`src/rtl/des_byte_buffer.sv`:
```
// rtl/des_byte_buffer.sv - I2C byte <-> 64-bit DES block buffer
// RX side packs bytes MSB-first into blocks; TX side serialises result blocks.
module des_byte_buffer (
    input  logic        clk,
    input  logic        n_rst,
    input  logic [7:0]  rx_byte,
    input  logic        rx_valid,
    input  logic        i2c_stop,
    output logic [63:0] des_in,
    output logic        data_ready,
    input  logic [63:0] des_out,
    input  logic        next_data,
    input  logic        tx_req,
    output logic [7:0]  tx_byte,
    output logic        tx_valid,
    output logic        rx_partial,
    output logic        tx_underrun,
    output logic        tx_overrun
);

    typedef enum logic [1:0] {TX_EMPTY, TX_LOADED, TX_SEND} tx_state_t;

    logic [2:0]  cnt_q, cnt_d, cnt_inc;
    logic [63:0] asm_q, asm_d;
    logic [63:0] des_in_q, des_in_d;
    logic        data_ready_q, data_ready_d;
    logic        rx_partial_q, rx_partial_d;

    tx_state_t   state_q, state_d;
    logic [2:0]  idx_q, idx_d;
    logic [63:0] buf_q, buf_d;
    logic        underrun_q, underrun_d;
    logic        overrun_q, overrun_d;

    // The byte is accepted before a coincident stop is considered, so a
    // completing byte wraps the counter to 0 and no partial is reported.
    always_comb begin
        cnt_inc      = rx_valid ? cnt_q + 3'd1 : cnt_q;
        cnt_d        = cnt_inc;
        asm_d        = asm_q;
        des_in_d     = des_in_q;
        data_ready_d = 1'b0;
        rx_partial_d = 1'b0;
        if (rx_valid) begin
            asm_d = {asm_q[55:0], rx_byte};
            if (cnt_q == 3'd7) begin
                des_in_d     = {asm_q[55:0], rx_byte};
                data_ready_d = 1'b1;
            end
        end
        if (i2c_stop && cnt_inc != 3'd0) begin
            cnt_d        = 3'd0;
            rx_partial_d = 1'b1;
        end
    end

    always_comb begin
        state_d    = state_q;
        idx_d      = idx_q;
        buf_d      = buf_q;
        underrun_d = 1'b0;
        overrun_d  = 1'b0;
        if (next_data) begin
            state_d   = TX_LOADED;
            idx_d     = 3'd0;
            buf_d     = des_out;
            overrun_d = (state_q != TX_EMPTY);
        end else begin
            case (state_q)
                TX_EMPTY: begin
                    underrun_d = tx_req;
                end
                TX_LOADED: begin
                    if (tx_req) begin
                        state_d = TX_SEND;
                        idx_d   = 3'd1;
                        buf_d   = {buf_q[55:0], 8'h00};
                    end
                end
                TX_SEND: begin
                    if (i2c_stop || (tx_req && idx_q == 3'd7)) begin
                        state_d = TX_EMPTY;
                        idx_d   = 3'd0;
                    end else if (tx_req) begin
                        idx_d = idx_q + 3'd1;
                        buf_d = {buf_q[55:0], 8'h00};
                    end
                end
                default: begin
                    state_d = TX_EMPTY;
                    idx_d   = 3'd0;
                end
            endcase
        end
    end

    always_ff @(posedge clk or negedge n_rst) begin
        if (!n_rst) begin
            cnt_q        <= 3'd0;
            asm_q        <= 64'h0;
            des_in_q     <= 64'h0;
            data_ready_q <= 1'b0;
            rx_partial_q <= 1'b0;
            state_q      <= TX_EMPTY;
            idx_q        <= 3'd0;
            buf_q        <= 64'h0;
            underrun_q   <= 1'b0;
            overrun_q    <= 1'b0;
        end else begin
            cnt_q        <= cnt_d;
            asm_q        <= asm_d;
            des_in_q     <= des_in_d;
            data_ready_q <= data_ready_d;
            rx_partial_q <= rx_partial_d;
            state_q      <= state_d;
            idx_q        <= idx_d;
            buf_q        <= buf_d;
            underrun_q   <= underrun_d;
            overrun_q    <= overrun_d;
        end
    end

    assign des_in      = des_in_q;
    assign data_ready  = data_ready_q;
    assign rx_partial  = rx_partial_q;
    assign tx_valid    = (state_q != TX_EMPTY);
    assign tx_byte     = tx_valid ? buf_q[63:56] : 8'hFF;
    assign tx_underrun = underrun_q;
    assign tx_overrun  = overrun_q;

endmodule

```
`config.mk`:
```
export PLATFORM = sky130hd
export DESIGN_NAME = des_byte_buffer
export DESIGN_NICKNAME = d
export VERILOG_FILES = /design/src/rtl/des_byte_buffer.sv
export SDC_FILE = /design/constraint.sdc
export NUM_CORES = 1
export LEC_CHECK = 0
export BUFFER_PORTS_ARGS = -buffer_cell sky130_fd_sc_hd__buf_2
export CORE_MARGIN = 10
export CORE_UTILIZATION = 45
export DETAILED_ROUTE_END_ITERATION = 10
export PLACE_DENSITY = 0.7
export SLEW_MARGIN = 10
export SYNTH_ARGS = -nofsm -noshare
export SYNTH_HDL_FRONTEND = slang
export SYNTH_SLANG_ARGS = --single-unit
```
`constraint.sdc`:
```
create_clock -name clk -period 2.1 [get_ports clk]
set_input_delay 0.315 -clock clk [delete_from_list [all_inputs] [get_ports clk]]
set_output_delay 0.315 -clock clk [all_outputs]
set_load 0.01 [all_outputs]
```
### Yosys cells after proc, flatten, opt, wreduce, memory -nomap -nowiden

Index checks and enable logic that the tools add are counted.

* $add $sub $neg: 2
* multiply operators: 0
* div/mod/pow operators: 0
* order comparisons: 0
* equality and inequality tests: 9
* shift operators: 0
* mux-type cells: 22
* bitwise gates (word level): 0
* reduce and logical (&&, ||, !) cells: 11

Operator list (count)
* two-way mux 64 bit: 3
* case mux 64 bit (2 select lines): 1
* two-way mux 3 bit: 6
* != test 3 bit (second input constant): 3
* case mux 3 bit (3 select lines): 1
* two-way mux 8 bit: 1
* adder 3 x 1 -> 3 bit (second input constant): 2
* == test 3 bit (second input constant): 2
* two-way mux 1 bit: 6
* two-way mux 2 bit: 3
* case mux 2 bit (3 select lines): 1
* AND reduction 3 bit: 2
* nonzero test 3 bit: 2
* != test 4 bit (second input constant): 1
* AND reduction 2 bit: 2
* == test 2 x 1 -> 1 bit (second input constant): 1
* == test 2 bit (second input constant): 1
* logical AND 1 bit: 2
* logical NOT 2 bit: 1
* != test 2 bit (second input constant): 1
* nonzero test 2 bit: 1
* logical OR 1 bit: 1

* register bits: 196
* bits in latches: 0
* memory bits (writable): 0
* bits in read-only memories: 0
* input bits: 78
* output and inout bits: 77
* logic and storage cells: 54
* memories: 0

### Depth between registers and ports, before layout

* word-level depth: 6
* gate-level depth with buffers: 7
* mapped depth without buffers: 5

### Worst setup path before layout

Ideal clock, no wire load.

* path kind: flip-flop to flip-flop
* start point: register state_q[0]
* end point: register buf_q[57]
* setup time: 0.123 ns
* data arrival time: 1.687 ns
* data required time: 1.977 ns
* path slack: 0.290 ns
* stages on the path, launching flop included: 8
* path buffers: 2
* clock period less this slack: 1.810 ns
* path through: dfrtp_1 > inv_1 > ha_1 > and3b_1 > buf_6 > clkbuf_2 > or4_1 > o221a_2

* cells in the longest elaborated chain, start to end: 3
* elaborated cells on any way between the ends: 7
* classes of those cells: eq/ne (3); mux (2); reduce/logical (2)

RTL lines
* start: declaration: line 29 `tx_state_t state_q, state_d;`
* start signal: assignment: line 115 `state_q <= state_d;`
* == test 2 bit / == test 2 x 1 -> 1 bit (equally long branches): line 69 `case (state_q)`
* case mux 64 bit (2 select lines) (tied with other cells): line 69
* two-way mux 64 bit / AND reduction 2 bit (equally long branches)
* end signal: assignment: line 117 `buf_q <= buf_d;`
* end: declaration: line 31 `logic [63:0] buf_q, buf_d;`

Parallel ways exist; a longest one is shown, timed or not.
A chain may end at the register's enable or synchronous reset.

### Final worst setup path

* start point: register state_q[1]
* end point: output port tx_byte[2]

* cells in the longest elaborated chain, start to end: 2

RTL lines
* nonzero test 2 bit: line 126 `assign tx_valid = (state_q != TX_EMPTY);`
* two-way mux 8 bit: line 127 `assign tx_byte = tx_valid ? buf_q[63:56] : 8'hFF;`
* end: declaration: line 14 `output logic [7:0] tx_byte,`

Every way passes these cells.

==> reports/summary.txt <==
Static leakage -> 4.78 nW
Mapped cell area -> 0.00813 mm2
Metal2 WL -> 9.31 mm
Core Region -> 0.0178 mm2
R2r endpoint -> buf_q[53]$_DFFE_PN0P_
Worst R2R Start -> state_q[0]$_DFFE_PN0P_
Largest net degree at the start of global routing -> 78
Vias in the first global route -> 5,876
Cell count after synthesis -> 632
Net Sw Frac -> 26.8%
Die height -> 154 um
GRT Total Usage -> 15.6%
Routed WL -> 18.6 mm
Synth warnings -> 0
Reg2Reg Setup Slack -> 0.11 ns
WL/cell -> 18.4 um
Crit Path Class -> reg -> out
Synth unique cells -> 38
Die W -> 154 um
Post-Route Setup TNS -> 0 ns
Fill cells -> 1,529
Placed inst area -> 0.00922 mm2
Slowest cell on crit path -> dfrtp_1
Clock buffer depth -> 2
Worst path bufs/invs -> 3
DR vias/cell -> 5.47
CP startpoint -> state_q[1]$_DFFE_PN0P_
CP endpoint kind -> primary output
Tcrit/Tclk final -> 97.0%
Clock Latency Late Sink -> 0.43 ns
Most common cell after layout, fill and taps aside -> dfrtp_1
Commonest cells after routing, fill and taps aside -> dfrtp_1, buf_2, mux2_2
Hold path start -> des_out[5]
Min Clock Period, post-route -> 2.04 ns
Slew Limit Fails -> 0
Share of layout cells above drive strength 1 -> 45.7%
Switching power -> 2.38 mW
Crit path cell chain -> inv_1, ha_4, buf_4, or2_2, buf_2
Initial Utilization -> 45.5%
Worst slew pin tran -> 0.481 ns
Crit-path max cell delay -> 0.37 ns
Max Used Layer -> met5
Internal -> 6.50 mW
PD cells -> 904 mW/mm2
Yosys reg bits -> 196
Worst Clk Skew -> 0.00916 ns
First-pass GRT wire length -> 30.6 mm
Crit path arrival time -> 1.72 ns
Initial DRC count -> 375
Fin nets -> 853
Initial antenna violation count -> 2
Area delta synth->final -> 20.8%
Setup Buffers After CTS -> 0
Wl on met1 -> 8.01 mm
Status -> finished clean
TritonCTS Sinks -> 196
Dpl hpwl -> 13.0 mm
Root buf cell -> clkbuf_16
Seq pwr share -> 51.2%
Setup ws final -> 0.0626 ns
Crit path max-delay family -> buffers and inverters
Critical Path Start Type -> flip-flop
Syn_area_per_cell -> 12.9 um2
Cell Rows -> 49
Rel. slew slack -> 68.0%
Post-Layout Inst Area -> 0.00982 mm2
DR vias -> 5,528
Worst Setup Slack post-DPL -> 0.210 ns
Min-Delay Path Depth -> 3
CP Depth -> 5
Final ANT Viol Nets -> 0
Cts bufs inserted -> 17
Endpoints failing setup -> 0
Largest fanout on the critical path -> 8
IR drop worst, VDD -> 0.551 mV
Die footprint -> 0.0238 mm2
H-tree depth -> 4
Min-Delay Endpoint -> buf_q[5]$_DFFE_PN0P_
FMAX -> 491 MHz
Worst endpoint required time -> 1.78 ns
First drt pass iteration count -> 6
RSZ-0062 raised after global routing -> false
Clock transition at path regs -> 0.07 ns
Seq/Total Area, Yosys -> 60.4%
Final hold vios -> 0
TritonCTS clock tree -> yes
DRC -> 0
I/O Pins -> 155
Port Buf Inserts -> 154
Clock power frac -> 35.2%
Total gr overflow -> 0
R2R depth -> 6
Met3 WL post-DR -> 908 um
Placer Congestion -> 0.808
Hold_ws -> 0.0918 ns
HP Class -> in -> reg
Logic gate share of total power -> 13.5%
Syn nets -> 717
Max-capacitance violation count -> 0
==> cells by family (layout without fill, tap and decap cells) <==
logic type	after synthesis	in the layout	share of synthesized area [%]
other	0	1	0
adders and majority gates	7	7	1.08
xor gates and xnor gates	1	1	0.108
AOI/OAI and AO/OA	111	111	9.64
buffers and inverters	61	210	3.17
and+or+nand+nor	133	133	8.62
DFF	196	196	60.4
muxes	123	123	17.0
==> registers in the layout (all words and copies together), names as in the netlist <==
| signal | flops |
|---|---|
| asm_q | 56 |
| buf_q | 64 |
| cnt_q | 3 |
| data_ready | 1 |
| des_in | 64 |
| idx_q | 3 |
| rx_partial | 1 |
| state_q | 2 |
| tx_overrun | 1 |
| tx_underrun | 1 |
==> how the worst max path moves through the flow <==
stage	end	slack (ns)
floorplan	buf_q[57]$_DFFE_PN0P_	0.29
global placement	buf_q[54]$_DFFE_PN0P_	0.28
finish	tx_byte[2]	0.06
detailed placement	buf_q[40]$_DFFE_PN0P_	0.21
CTS	tx_byte[2]	0.03
global route	tx_byte[1]	0.001
==> tightest hold or removal path: stages <==
cell,delay [ns]
buf_2,0.07
nand2_1,0.04
o21ai_1,0.06
==> cell usage after synthesis <==
library cell | n | area, um2
dfrtp_1 | 196 | 4900
mux2_2 | 121 | 1360
nand3_1 | 41 | 205
nor2_1 | 38 | 143
a31oi_1 | 35 | 219
clkbuf_1 | 35 | 131
o21ai_0 | 31 | 155
o221a_2 | 23 | 259
or4_1 | 23 | 173
buf_2 | 15 | 75.1
nand2_1 | 12 | 45.0
o21ai_1 | 11 | 55.1
or2_2 | 9 | 56.3
ha_1 | 7 | 87.6
inv_1 | 7 | 26.3
clkbuf_2 | 2 | 10.0
mux2i_1 | 2 | 20.0
o2111ai_1 | 2 | 17.5
o211a_1 | 2 | 20.0
o41ai_1 | 2 | 17.5
a211o_1 | 1 | 8.76
a211oi_1 | 1 | 7.51
a221oi_1 | 1 | 8.76
and2b_1 | 1 | 7.51
and3b_1 | 1 | 8.76
and4_1 | 1 | 8.76
buf_6 | 1 | 11.3
clkinv_1 | 1 | 3.75
nand2b_1 | 1 | 6.26
nand3b_1 | 1 | 7.51
nand4bb_1 | 1 | 11.3
nor2b_1 | 1 | 6.26
nor3_1 | 1 | 5.00
nor3b_1 | 1 | 7.51
nor4bb_1 | 1 | 10.0
o211ai_1 | 1 | 7.51
o31ai_1 | 1 | 7.51
xnor2_1 | 1 | 8.76
==> layout make-up <==
type                            instances  area [um2]  share of cell area (%)
Antenna cell                            1        2.50                  0.0255
Timing Repair Buffer                  170        1030                    10.5
Sequential cell                       196        4900                    50.0
Clock inverter                         12         116                    1.19
Multi-Input combinational cell        375        2990                    30.5
Tap cell                              229         287                    2.92
Inverter                                8        30.0                   0.306
Clock buffer                           20         457                    4.65
==> what timing repair did <==
item,CTS,global route
hold buffers,1,0
setup endpoints to repair,7,6
gates resized for setup,1,1
endpoints found under the hold margin,52,0
==> routing by layer <==
layer,vias to the layer above,global-route usage [%]
met5,-,0
met4,2,6.07
met3,23,4.05
met2,131,25.2
met1,2772,19.7
li1,2600,-
==> power groups by stage <==
| stage | clock (mW) | combinational [mW] | sequential [mW] |
|---|---|---|---|
| after detailed placement | 0 | 1.20 | 4.62 |
| final | 3.13 | 1.20 | 4.55 |
| after floorplan | 0 | 0.803 | 4.51 |
| after global routing | 3.34 | 1.35 | 4.62 |
| after CTS | 3.19 | 1.21 | 4.55 |
| after global placement | 0 | 1.14 | 4.59 |
==> per-stage QoR <==
step	utilization, %	power, mW	std cells
6_report	55.0	8.88	1011
5_1_grt	55.0	9.31	1011
4_1_cts	55.0	8.95	1010
3_5_place_dp	51.7	5.82	977
3_3_place_gp	51.7	5.74	977
2_1_floorplan	-	5.31	632
Power figures use the tool's default switching activity.
